--- src/rtl/cache_axi_pkg.sv ---
// cache_axi_pkg: shared types and AXI burst constants for the data-cache
// line refill/writeback bridge (cache_axi_bridge, cache_line_buf).
package cache_axi_pkg;

  typedef enum logic [2:0] {
    S_IDLE,
    S_RADDR,
    S_RDATA,
    S_WADDR,
    S_WDATA,
    S_WRESP,
    S_DONE
  } state_e;

  localparam int unsigned LINE_WORDS = 8;
  localparam logic [7:0]  BURST_LEN  = 8'd7;
  localparam logic [2:0]  BURST_SIZE = 3'd2;
  localparam logic [1:0]  BURST_INCR = 2'b01;
  localparam logic [1:0]  RESP_OKAY  = 2'b00;
  localparam logic [2:0]  LAST_BEAT  = 3'd7;

endpackage

--- src/rtl/cache_axi_bridge_line_buf.sv ---
// cache_line_buf: 8 x 32-bit cache-line buffer.
// Ports:
//   clk, rst         clock, asynchronous active-high clear
//   we, idx, wdata   single-word synchronous write
//   load, load_data  full-line parallel load (takes priority over we)
//   rd_data          parallel read of all words
module cache_line_buf
  import cache_axi_pkg::*;
(
  input  logic        clk,
  input  logic        rst,
  input  logic        we,
  input  logic [2:0]  idx,
  input  logic [31:0] wdata,
  input  logic        load,
  input  logic [31:0] load_data [0:LINE_WORDS-1],
  output logic [31:0] rd_data   [0:LINE_WORDS-1]
);

  logic [31:0] mem_q [0:LINE_WORDS-1];
  logic [31:0] mem_d [0:LINE_WORDS-1];

  always_comb begin
    mem_d = mem_q;
    if (load) begin
      mem_d = load_data;
    end else if (we) begin
      mem_d[idx] = wdata;
    end
  end

  always_ff @(posedge clk or posedge rst) begin
    if (rst) begin
      for (int unsigned i = 0; i < LINE_WORDS; i++) begin
        mem_q[i] <= '0;
      end
    end else begin
      mem_q <= mem_d;
    end
  end

  always_comb rd_data = mem_q;

endmodule

--- src/rtl/cache_axi_bridge.sv ---
// cache_axi_bridge: executes one 8-word cache-line read (refill) or write
// (writeback) as a single AXI4 INCR burst (8 beats x 32 bit) and returns a
// one-cycle axi_gnt when the line transfer completes.
// Ports:
//   cache side : axi_addr, axi_rd_req, axi_rd_data[0:7], axi_wr_req,
//                axi_wr_data[0:7], axi_gnt, bus_err
//   AXI master : AR, R, AW, W, B channels
// Build option: CACHE_BRIDGE_POSTED_WRITE_EN grants a writeback right after
// the last W beat and collects the B response in the background.
// All AXI outputs decode from registered state; no input-to-output paths.
module cache_axi_bridge
  import cache_axi_pkg::*;
#(
  parameter int unsigned          ID_W   = 4,
  parameter logic [ID_W-1:0]      AXI_ID = ID_W'(1)
) (
  input  logic            clk,
  input  logic            rst,
  input  logic [31:0]     axi_addr,
  input  logic            axi_rd_req,
  output logic [31:0]     axi_rd_data [0:7],
  input  logic            axi_wr_req,
  input  logic [31:0]     axi_wr_data [0:7],
  output logic            axi_gnt,
  output logic            bus_err,
  output logic [ID_W-1:0] arid,
  output logic [31:0]     araddr,
  output logic [7:0]      arlen,
  output logic [2:0]      arsize,
  output logic [1:0]      arburst,
  output logic            arvalid,
  input  logic            arready,
  input  logic [31:0]     rdata,
  input  logic [1:0]      rresp,
  input  logic            rlast,
  input  logic            rvalid,
  output logic            rready,
  output logic [ID_W-1:0] awid,
  output logic [31:0]     awaddr,
  output logic [7:0]      awlen,
  output logic [2:0]      awsize,
  output logic [1:0]      awburst,
  output logic            awvalid,
  input  logic            awready,
  output logic [31:0]     wdata,
  output logic [3:0]      wstrb,
  output logic            wlast,
  output logic            wvalid,
  input  logic            wready,
  input  logic [1:0]      bresp,
  input  logic            bvalid,
  output logic            bready
);

  state_e      state_q, state_d;
  logic [2:0]  beat_q, beat_d;
  logic [31:0] addr_q, addr_d;
  logic        err_q, err_d;
  logic        buf_we, buf_load;
  logic        accept_ok;

`ifdef CACHE_BRIDGE_POSTED_WRITE_EN
  logic b_pending_q, b_pending_d;
  logic post_err_q, post_err_d;
`endif

  cache_line_buf u_buf (
    .clk       (clk),
    .rst       (rst),
    .we        (buf_we),
    .idx       (beat_q),
    .wdata     (rdata),
    .load      (buf_load),
    .load_data (axi_wr_data),
    .rd_data   (axi_rd_data)
  );

`ifdef CACHE_BRIDGE_POSTED_WRITE_EN
  // Holding off new requests while B is outstanding keeps a refill from
  // overtaking the writeback it may depend on.
  assign accept_ok = !b_pending_q;
`else
  assign accept_ok = 1'b1;
`endif

  always_comb begin
    state_d  = state_q;
    beat_d   = beat_q;
    addr_d   = addr_q;
    err_d    = err_q;
    buf_we   = 1'b0;
    buf_load = 1'b0;
    unique case (state_q)
      S_IDLE: begin
        if (accept_ok && axi_wr_req) begin
          buf_load = 1'b1;
          addr_d   = axi_addr & ~32'h1F;
          beat_d   = '0;
          state_d  = S_WADDR;
        end else if (accept_ok && axi_rd_req) begin
          addr_d  = axi_addr & ~32'h1F;
          beat_d  = '0;
          state_d = S_RADDR;
        end
      end
      S_RADDR: if (arready) state_d = S_RDATA;
      S_RDATA: begin
        if (rvalid) begin
          buf_we = 1'b1;
          beat_d = beat_q + 3'd1;
          if ((rresp != RESP_OKAY) || (rlast != (beat_q == LAST_BEAT))) err_d = 1'b1;
          if (beat_q == LAST_BEAT) state_d = S_DONE;
        end
      end
      S_WADDR: if (awready) state_d = S_WDATA;
      S_WDATA: begin
        if (wready) begin
          beat_d = beat_q + 3'd1;
`ifdef CACHE_BRIDGE_POSTED_WRITE_EN
          if (beat_q == LAST_BEAT) state_d = S_DONE;
`else
          if (beat_q == LAST_BEAT) state_d = S_WRESP;
`endif
        end
      end
      S_WRESP: begin
        if (bvalid) begin
          if (bresp != RESP_OKAY) err_d = 1'b1;
          state_d = S_DONE;
        end
      end
      S_DONE: begin
        err_d   = 1'b0;
        state_d = S_IDLE;
      end
      default: state_d = S_IDLE;
    endcase
  end

`ifdef CACHE_BRIDGE_POSTED_WRITE_EN
  always_comb begin
    b_pending_d = b_pending_q;
    post_err_d  = 1'b0;
    if (state_q == S_WDATA && wready && beat_q == LAST_BEAT) begin
      b_pending_d = 1'b1;
    end else if (b_pending_q && bvalid) begin
      b_pending_d = 1'b0;
      post_err_d  = (bresp != RESP_OKAY);
    end
  end

  always_ff @(posedge clk or posedge rst) begin
    if (rst) begin
      b_pending_q <= 1'b0;
      post_err_q  <= 1'b0;
    end else begin
      b_pending_q <= b_pending_d;
      post_err_q  <= post_err_d;
    end
  end
`endif

  always_ff @(posedge clk or posedge rst) begin
    if (rst) begin
      state_q <= S_IDLE;
      beat_q  <= '0;
      addr_q  <= '0;
      err_q   <= 1'b0;
    end else begin
      state_q <= state_d;
      beat_q  <= beat_d;
      addr_q  <= addr_d;
      err_q   <= err_d;
    end
  end

  always_comb begin
    arid    = AXI_ID;
    araddr  = addr_q;
    arlen   = BURST_LEN;
    arsize  = BURST_SIZE;
    arburst = BURST_INCR;
    arvalid = (state_q == S_RADDR);
    rready  = (state_q == S_RDATA);
    awid    = AXI_ID;
    awaddr  = addr_q;
    awlen   = BURST_LEN;
    awsize  = BURST_SIZE;
    awburst = BURST_INCR;
    awvalid = (state_q == S_WADDR);
    wdata   = axi_rd_data[beat_q];
    wstrb   = 4'hF;
    wvalid  = (state_q == S_WDATA);
    wlast   = (state_q == S_WDATA) && (beat_q == LAST_BEAT);
    axi_gnt = (state_q == S_DONE);
`ifdef CACHE_BRIDGE_POSTED_WRITE_EN
    bready  = b_pending_q;
    bus_err = ((state_q == S_DONE) && err_q) || post_err_q;
`else
    bready  = (state_q == S_WRESP);
    bus_err = (state_q == S_DONE) && err_q;
`endif
  end

endmodule

--- config.mk ---
export PLATFORM = sky130hd
export DESIGN_NAME = cache_axi_bridge
export DESIGN_NICKNAME = d
export VERILOG_FILES = /design/src/rtl/cache_axi_pkg.sv /design/src/rtl/cache_axi_bridge_line_buf.sv /design/src/rtl/cache_axi_bridge.sv
export SDC_FILE = /design/constraint.sdc
export NUM_CORES = 1
export LEC_CHECK = 0
export ABC_AREA = 1
export ABC_CLOCK_PERIOD_IN_PS = 18500
export CAP_MARGIN = 5
export CORE_AREA = 3 3 281 283
export CTS_CLUSTER_DIAMETER = 40
export DETAILED_ROUTE_END_ITERATION = 8
export DIE_AREA = 0 0 284 286
export GPL_TIMING_DRIVEN = 1
export PLACE_DENSITY = 0.47
export SYNTH_ARGS = -nofsm -noshare
export SYNTH_HDL_FRONTEND = slang
export SYNTH_SLANG_ARGS = --single-unit
--- constraint.sdc ---
create_clock -name clk -period 18.5 [get_ports clk]
set_input_delay 5.55 -clock clk [delete_from_list [all_inputs] [get_ports clk]]
set_output_delay 5.55 -clock clk [all_outputs]
set_load 0.02 [all_outputs]
; ---- After elaboration in Yosys (flattened, before gate mapping)
; Cells that the tools add are included.
[totals]
elab_cells = 83
out_inout_bits = 398
inputBits = 334
ff_bits = 295
[op_classes]
n_lt_le_gt_ge = 2
bitwise = 1
reduce_logical = 15
eq_ne = 18
n_mux = 34
addsub = 1
[op_table]
columns = cell, n
row1 = $mux W256, 2
row2 = $bwmux W256, 1
row3 = $mux W32, 5
row4 = $bmux W32 S3, 1
row5 = $demux W32 S3, 1
row6 = $mux W3, 13
row7 = $pmux W3 S6, 1
row8 = $ne A2 B1 Y1 const B, 7
row9 = $eq A3 B3 Y1 const B, 4
row10 = $pmux W3 S3, 1
row11 = $mux W1, 8
row12 = $reduce_and A8 Y1, 1
row13 = $reduce_bool A2 Y1, 4
row14 = $eq A3 B2 Y1 const B, 2
row15 = $reduce_bool A3 Y1, 2
row16 = $reduce_and A5 Y1, 1
row17 = $ge A4 B4 Y1 const B, 1
row18 = $lt A4 B1 Y1 const B, 1
row19 = $ne A2 B2 Y1 const B, 2
row20 = $not A3 Y4, 1
row21 = $reduce_and A4 Y1, 1
row22 = $add A3 B1 Y3 const B, 1
row23 = $eq A3 B1 Y1 const B, 1
row24 = $logic_and A1 B1 Y1, 3
row25 = other kinds (6), 6

; ---- Depth between registers and ports, before layout
; Gate-level depths: netlist (run 1).
[depth]
depth_word = 8
mapped_depth = 11
mapped_depth_nobuf = 9

; ---- Modules after synthesis
; Synthesis (run 1) repeated with hierarchy kept, for this count alone.
[unflattened]
hier_cells = 2700
area_unflattened_um2 = 18002.3
[modules_own_cells]
columns = module, cells_each, area_per_inst_um2, n_inst
row1 = cache_line_buf, 1941, 13565.5, 1
row2 = cache_axi_bridge, 759, 4436.8, 1

; ---- Worst setup path after synthesis (run 1)
; No wires, ideal clock.
[synth_path]
path_type = reg-to-output
startpoint = register beat_q[1]
endpoint = output port wdata[15]
path_buffers = 2
t_arrival_ns = 1.504
path_stages_with_launch = 7
setup_slack_ns = 11.446
cell_sequence = dfrtp_1 -> buf_2 -> nor3_2 -> clkbuf_1 -> nand2_1 -> o21ai_0 -> nand3b_1
[synth_via]
elab_chain_len = 4
[synth_lines]
columns = item, line_no
row1 = start: declaration, cache_axi_bridge.sv:56  ; logic [2:0] beat_q, beat_d;
row2 = start signal: assignment, cache_axi_bridge.sv:171  ; beat_q <= beat_d;
row3 = $not A3 Y4 (not written as such), cache_axi_bridge.sv:191  ; wdata = axi_rd_data[beat_q];
row4 = $bmux W32 S3, cache_axi_bridge.sv:191
row5 = $mux W32 (not written as such) (2 in a row), cache_axi_bridge.sv:191
row6 = end: declaration, cache_axi_bridge.sv:45  ; output logic [31:0] wdata,
; Every way passes these cells. The select of a mux whose other input is x is not followed.

; ---- Final worst setup path (run 1)
[layout_path]
startpoint = register beat_q[1]
endpoint = output port wdata[29]
; The elaborated chain is that of the path after synthesis.

==> flow_summary.ini, run 1 <==
[global_route]
antenna_found_initial = 10
grt_max_degree = 135
grt.overflow.total = 0
grtUsageTotal_pct = 25.85
grt_pass1_vias = 19950
grt_pass1_wl_um = 152200

[final_layout]
syn2layout_area_growth_pct = 54.10
seq_area_um2 = 7262
design_area_um2 = 27670
drive_above_1_share_pct = 5.778
multiInputGateArea_um2 = 8871
layout.nets = 3653
fill_cells = 8366

[floorplan]
start_util_pct = 23.33
die_area_um2 = 81220
num_rows = 102
die_w_um = 284
die_h_um = 286
io_pins = 732
coreArea_um2 = 76960

[timing]
worst_pin_slew_ps = 1189
relSlewSlack_pct = 20.48
setup_tns_ps = 0
max_freq_mhz = 99.08
fin_crit_sh_pct = 54.55
report.final.slew_viol_count = 0
skew_ps = 25.35
setup_viol = 0
min_period_ps = 10090
hold_viol = 0
grt_setup_unrepaired = false

[drt]
finalWirelength_um = 108100
num_vias = 20380
first_pass_iters = 6
wire_per_inst_um = 24.46
ant_nets = 0
vias_per_cell = 4.610
drt_iter0_markers = 1454
drcViolationCount = 0

[cts]
cts_buffer_depth = 3
numCtsBuffers = 79
hold_buffers = 0
path_clk_slew_ps = 40
clkSinkCount = 290
cts-root-buf = clkbuf_16
post_cts.repair.setup_buffers = 0
cts_resized = 0
cts_tree = done
htree_levels = 3
clock_latency_ps = 590

[placement]
gp_congestion = 0.8533
placed_cell_area_um2 = 24980
port_buffers = 678
hpwl_um = 76950

[critical_path]
cp-start-kind = register
rr_startpoint = beat_q[1]
cp.buffers_inverters = 4
end_kind = output port
arrival_ps = 4540
crit_chain = buf_4, clkinv_2, nor3_4, buf_4, a22oi_1, nand3b_1, clkdlybuf4s50_1
cpLargestDelayFamily = buffers and inverters
worst-path-max-fanout = 45
startpoint = beat_q[1]
critPathRequiredTime_ps = 12950
worstSetupPathType = register to output port
path_common_cell = buf_4
slowest_delay_ps = 670
crit_slowest_cell = clkinv_2

[logic_synthesis]
synth_top_area_share_pct = 40.42
synth.distinct_cells = 33
yosysTopAreaCell = dfrtp_1
ys_warn_count = 0
seq_area_frac_synth_pct = 40.42
syn_inst = 2764
synth.top_cells.by_area = dfrtp_1, nand2_1, nand3_1
yosys_register_bits = 290
syn_area_um2 = 17950
avgSynthCellArea_um2 = 6.496

[power]
combPwrFrac_pct = 49.3
p_seq_share_pct = 22.8
power.internal_uw = 2765
power_switching_uw = 2245
pwr-share-clk_pct = 27.8
p_sw_share_pct = 44.81
p_leak_uw = 0.01355
power_density_nw_per_um2 = 181.1
ir_drop_mv = 0.08812

[min_path]
holdCritStartpoint = err_q
hold_path.class = register to register

[run]
maxCapViolCount = 0

[run_status]
status = finished clean
-- routing by layer --
layer	up-vias	track usage [%]	wire length, um
met2	842	44.45	52720
met3	159	6.693	8434
li1	9618	-	-
met1	9751	31.21	43140
met5	-	0	54
met4	8	9.195	3748
-- worst paths after layout --
kind	end	slack [ps]	cells past startpoint
max	wdata[29]	8410	7
min	err_q	470	2
max reg2reg	u_buf.rd_data[174]	13780	9
min reg2reg	err_q	470	2
max in group asynchronous	u_buf.rd_data[24]	11470	3
min in group asynchronous	err_q	5540	2
-- cells in the final DEF (no fill, tap or decap), types with 3 or more instances in the layout --
cell,count
a21o_1,12
inv_1,110
nand3_1,280
o21ai_4,3
conb_1,48
clkbuf_1,14
clkinvlp_4,6
nand3b_1,8
nand4_1,12
and2_0,3
o21ai_1,40
clkbuf_16,80
and2_1,9
a21oi_4,3
clkbuf_8,12
bufinv_16,10
clkdlybuf4s50_1,678
dfrtp_1,288
a21oi_1,39
o21ai_0,111
clkinv_2,14
inv_2,14
buf_4,30
a22oi_1,8
nand2_2,4
nor3_4,3
diode_2,5
inv_6,3
nand2_1,1486
nor2_1,32
-- sequential cells by signal, summed over array words and instances (netlist names) --
signal	cells
state_q	3
u_buf.rd_data	256
beat_q	3
err_q	1
araddr	27
-- power groups by stage --
stage	clock network (uW)	registers [uW]	logic (uW)
global route	1450	1180	2650
detailed placement	0	1150	2500
CTS	1420	1140	2510
finish	1390	1140	2470
floorplan	0	1380	1010
global placement	0	1140	2500
-- final cells by class --
cell class | count | share of cell area, %
Timing Repair Buffer | 710 | 25.49
Tap cell | 1040 | 4.703
Antenna cell | 5 | 0.04522
Clock buffer | 106 | 8.022
Clock inverter | 33 | 1.637
Sequential cell | 290 | 26.25
Inverter | 127 | 1.800
Multi-Input combinational cell | 2109 | 32.06
-- cells in the mapped netlist (all sizes together) --
| master | count |
|---|---|
| a21o | 12 |
| a21oi | 42 |
| a22oi | 8 |
| and2 | 12 |
| buf | 218 |
| clkbuf | 66 |
| conb | 2 |
| dfrtp | 290 |
| ha | 2 |
| inv | 127 |
| nand2 | 1490 |
| nand3 | 282 |
| nand3b | 8 |
| nand4 | 12 |
| nor2 | 36 |
| nor3 | 3 |
| o21ai | 154 |
-- kinds of logic after synthesis --
| logic type | Yosys count | synth area share, % |
|---|---|---|
| simple gates | 1843 | 41.41 |
| other cells | 2 | 0.04183 |
| fa+ha+maj | 2 | 0.1394 |
| flops | 290 | 40.42 |
| buf+inv | 411 | 11.52 |
| compound gates | 216 | 6.467 |
-- stage by stage --
stage | hold WS [ps] | cells | utilization [%] | total power, uW | setup slack (ps)
2_1_floorplan | 441.7 | 2810 | - | 2388 | 4944
3_3_place_gp | 463.1 | 4276 | 32.47 | 3640 | 8815
3_5_place_dp | 469.2 | 4276 | 32.47 | 3644 | 8868
4_1_cts | 480.3 | 4415 | 35.94 | 5069 | 8223
5_1_grt | 499.4 | 4417 | 35.94 | 5281 | 8121
6_report | 473.2 | 4420 | 35.95 | 5011 | 8407
-- tightest hold or removal path: stages (launching register included) --
cell and delay [ps]:
dfrtp_1 340, nand2_1 60, nand2_1 50
Note: power is estimated with default switching activity, not from simulation.
==> run 2, diff against run 1 <==
- ABC_CLOCK_PERIOD_IN_PS: 18500 -> 9700
- clock period: 18.5 -> 9.7 ns (I/O delays scaled with it)
==> run 2 against run 1 <==
Net effect:
- clock-buffer cell count decreased by 19
- largest power group unchanged
- global-route usage decreased by 0.30 points
- flip-flop and latch count unchanged
- non-clock buffer count increased by 2
- setup slack got worse by 5700 ps
- final cell count about the same
- critical path depth decreased by 1
- sequential power increased by 93%
- clock power increased by 100%
- design area increased by 0.42%
- utilization increased by 0.15 points
==> flow_summary.ini, run 2 (same netlist as run 1, synthesis figures left out) <==
[run_status]
status = finished clean

[placement]
port_buffers = 678
gp_congestion = 0.8389
place_ws_ps = 2942
hpwl_um = 77100

[final_layout]
final_common_cell = nand2_1
drive_above_1_share_pct = 6.078
layout_common_cells = nand2_1, clkdlybuf4s50_1, dfrtp_1
fill_cells = 8273
syn2layout_area_growth_pct = 54.75
largest_reg_flops = 256
layout.nets = 3651

[drt]
ant_nets = 0
wire_per_inst_um = 24.36
num_vias = 20180
vias_per_cell = 4.567
finalWirelength_um = 107600
drt_iter0_markers = 1477
drcViolationCount = 0
first_pass_iters = 5

[min_path]
hold_depth = 2
hold_path.class = register to register
min_to = err_q
holdCritStartpoint = err_q

[cts]
cts_resized = 0
cts_buffer_depth = 3
htree_levels = 3
cts-root-buf = clkbuf_16
numCtsBuffers = 75
clkSinkCount = 290
path_clk_slew_ps = 40
cts_tree = done
clock_latency_ps = 620
post_cts.repair.setup_buffers = 0
hold_buffers = 0

[floorplan]
start_util_pct = 23.33
die_w_um = 284
num_rows = 102
io_pins = 732
die_area_um2 = 81220
coreArea_um2 = 76960
die_h_um = 286

[timing]
min_period_ps = 6989
setup_viol = 0
max_freq_mhz = 143.1
relSlewSlack_pct = 17.88
report.final.slew_viol_count = 0
hold_viol = 0
layout_setup_ws_ps = 2711
grt_setup_unrepaired = false
skew_ps = 35.41
whs_ps = 474.7
worst_pin_slew_ps = 1228
fin_crit_sh_pct = 72.05
setup_tns_ps = 0

[global_route]
antenna_found_initial = 7
grt_pass1_wl_um = 149900
grtUsageTotal_pct = 25.55
grt_pass1_vias = 19470
grt.overflow.total = 0
grt_max_degree = 151

[power]
ir_drop_mv = 0.1558
p_leak_uw = 0.01360
power_uw = 9659
power_density_nw_per_um2 = 347.7

[critical_path]
cp.buffers_inverters = 3
reg2regPathDepth = 8
worstSetupPathType = register to output port
slowest_delay_ps = 860
crit_slowest_cell = inv_2
cpLargestDelayFamily = buffers and inverters
path_common_cell = inv_2
end_kind = output port
crit_chain = inv_2, nand3_1, inv_2, nand2_1, nand4_1, clkdlybuf4s50_1
r2r_setup_slack_ps = 5890
arrival_ps = 4080
rr_startpoint = beat_q[0]
reg2reg_to = u_buf.rd_data[218]
worst-path-max-fanout = 52
critPathRequiredTime_ps = 6790
cp-start-kind = register

[run]
maxCapViolCount = 0
-- run 2: cell types whose count changed in the layout (fill, tap and decap cells not counted), moves of 2 or more --
cell,previous run,this run
buf_4,30,32
bufinv_16,10,16
clkbuf_1,14,2
clkbuf_16,80,75
clkbuf_8,12,10
clkinv_4,0,3
clkinvlp_4,6,8
inv_16,0,2
inv_6,3,5
-- run 2: power breakdown --
group	switching, uW	internal, uW	total [uW]
combinational	2960	1710	4670
sequential	489	1710	2200
clock	865	1920	2790
-- run 2: layout make-up --
cell class,count,area [um2],share of cell area [%]
Antenna cell,5,12.51,0.04503
Clock buffer,87,2022,7.277
Clock inverter,48,754.5,2.715
Inverter,127,494.2,1.779
Multi-Input combinational cell,2109,8871,31.93
Sequential cell,290,7262,26.14
Tap cell,1040,1301,4.683
Timing Repair Buffer,712,7067,25.43
-- run 2: layer usage --
metal	track usage (%)	vias to the layer above	wire (um)
met5	0	-	30
met4	9.414	6	3468
met3	6.112	152	7838
met2	43.61	857	52480
met1	31.31	9537	43790
li1	-	9623	-
-- run 2: worst min-delay path, stage by stage, from the launching register on --
cell     delay (ps)
dfrtp_1         340
nand2_1          50
nand2_1          50
-- run 2: worst max-delay path by stage --
stage / from / endpoint / slack [ps] / depth (start not counted)
floorplan: rst / araddr[10] / 2940 / 1
global placement: beat_q[0] / wdata[30] / 2950 / 7
detailed placement: beat_q[0] / wdata[30] / 2940 / 7
CTS: beat_q[0] / wdata[30] / 2280 / 7
global route: beat_q[0] / wdata[30] / 2350 / 7
finish: beat_q[0] / wdata[24] / 2710 / 6
-- run 2: per-stage QoR --
stage          cells  util (%)  area (um2)
3_5_place_dp    4278     32.48       25000
6_report        4418     36.10       27780
5_1_grt         4417     36.10       27780
4_1_cts         4413     36.09       27770
3_3_place_gp    4278     32.48       25000
2_1_floorplan   2810         -       18130
==> run 3, diff against run 2 <==
- ABC_CLOCK_PERIOD_IN_PS: 9700 -> 5600
- PLACE_DENSITY: 0.47 -> 0.48
- clock period: 9.7 -> 5.6 ns (I/O delays scaled with it)
==> run 3 against run 2 <==
Net effect:
- total power grew 79%
- global-route usage grew 0.31 points
- utilization grew 0.70 points
- final cell count up 0.66%
- combinational power rose by 75%
- critical endpoint is now wdata[26]
- sequential share of layout area shrank 0.50 points
==> flow_summary.ini, run 3 (same netlist as run 1, synthesis figures left out) <==
[cts]
cts_resized = 0
numCtsBuffers = 82
cts_tree = done
htree_levels = 3
clock_latency_ps = 620
path_clk_slew_ps = 40
clkSinkCount = 290
post_cts.repair.setup_buffers = 0
hold_buffers = 0
cts_buffer_depth = 3
cts-root-buf = clkbuf_16

[power]
p_leak_uw = 0.01389
power_density_nw_per_um2 = 609.1
combPwrFrac_pct = 47.5
power.internal_uw = 9728
p_sw_share_pct = 43.62
power_switching_uw = 7525
pwr-share-clk_pct = 30.2
power_uw = 17250
p_seq_share_pct = 22.4
ir_drop_mv = 0.2336

[min_path]
hold_path.class = register to register

[timing]
relSlewSlack_pct = 23.98
report.final.slew_viol_count = 0
layout_setup_ws_ps = 365.4
min_period_ps = 5235
setup_tns_ps = 0
grt_setup_unrepaired = false
fin_crit_sh_pct = 93.47
worst_pin_slew_ps = 1137
max_freq_mhz = 191.0
hold_viol = 0
setup_viol = 0
skew_ps = 44.76

[critical_path]
crit_chain = inv_2, nand3_1, inv_2, nand2_1, nand4_1, clkdlybuf4s50_1
end_kind = output port
worstSetupPathType = register to output port
path_common_cell = inv_2
critPathRequiredTime_ps = 3920
worst-path-max-fanout = 49
slowest_delay_ps = 710
cp-start-kind = register
arrival_ps = 3550
crit_slowest_cell = dfrtp_4

[global_route]
grt_max_degree = 117
grtUsageTotal_pct = 25.86
grt.overflow.total = 0
antenna_found_initial = 10
grt_pass1_vias = 20320
grt_pass1_wl_um = 152300

[final_layout]
largest_reg_flops = 256
final_cells = 4447
drive_above_1_share_pct = 7.084
design_area_um2 = 28320
syn2layout_area_growth_pct = 57.74
layout_common_cells = nand2_1, clkdlybuf4s50_1, dfrtp_1
final_common_cell = nand2_1
layout.nets = 3675

[placement]
dp.cells = 4295
placed_cell_area_um2 = 25270
hpwl_um = 79390
port_buffers = 678
place_ws_ps = 920.5
gp_congestion = 0.8738

[drt]
finalWirelength_um = 108100
first_pass_iters = 5
num_vias = 20490
vias_per_cell = 4.606
drcViolationCount = 0
wire_per_inst_um = 24.31
ant_nets = 0
drt_iter0_markers = 1410

[floorplan]
die_w_um = 284
num_rows = 102
die_area_um2 = 81220
die_h_um = 286
io_pins = 732
start_util_pct = 23.33
coreArea_um2 = 76960

[run_status]
status = finished clean

[run]
maxCapViolCount = 0
run 3: worst max-delay path, delay by kind of cell, from the launching register on:
family	cells	cell delay [ps]
flip-flops	1	710
AND/OR/NAND/NOR	3	450
buffers and inverters	3	1760
run 3: through the flow:
stage	utilization (%)	hold WS, ps
after detailed placement	32.83	459.8
final	36.80	467.5
after CTS	36.79	469.5
after global routing	36.80	524.9
after floorplan	-	441.7
after global placement	32.83	464.2
run 3: metal layers:
layer  vias to the layer above  global-route usage [%]  part of all wire [%]
met5                         -                       0                 0.052
met4                         8                   10.11                   3.7
met3                       167                   6.183                   7.4
met2                       857                   44.71                    49
met1                      9777                   31.00                    40
li1                       9676                       -                     -
run 3: worst paths after layout:
kind / start / to / slack, ps / cells past startpoint
setup reg to reg: beat_q[2] / u_buf.rd_data[59] / 2410 / 8
hold reg to reg: err_q / err_q / 470 / 2
min in group asynchronous: rst / u_buf.rd_data[103] / 1590 / 2
hold / removal: err_q / err_q / 470 / 2
max in group asynchronous: rst / araddr[25] / 2900 / 4
setup / recovery: beat_q[0] / wdata[26] / 370 / 6
run 3: cell type report:
class / count / area, um2
Inverter: 127 / 494.2
Clock buffer: 105 / 2310
Antenna cell: 5 / 12.51
Multi-Input combinational cell: 2109 / 8871
Tap cell: 1040 / 1301
Timing Repair Buffer: 729 / 7340
Sequential cell: 290 / 7262
Fill cell: 8296 / 48630
Clock inverter: 42 / 732.0
run 3: power by group through the flow:
stage	clock network [uW]	registers [uW]	logic, uW
detailed placement	0	3860	8230
finish	5210	3860	8190
CTS	5280	3850	8270
floorplan	0	4560	3330
global route	5400	3970	8780
global placement	0	3870	8220
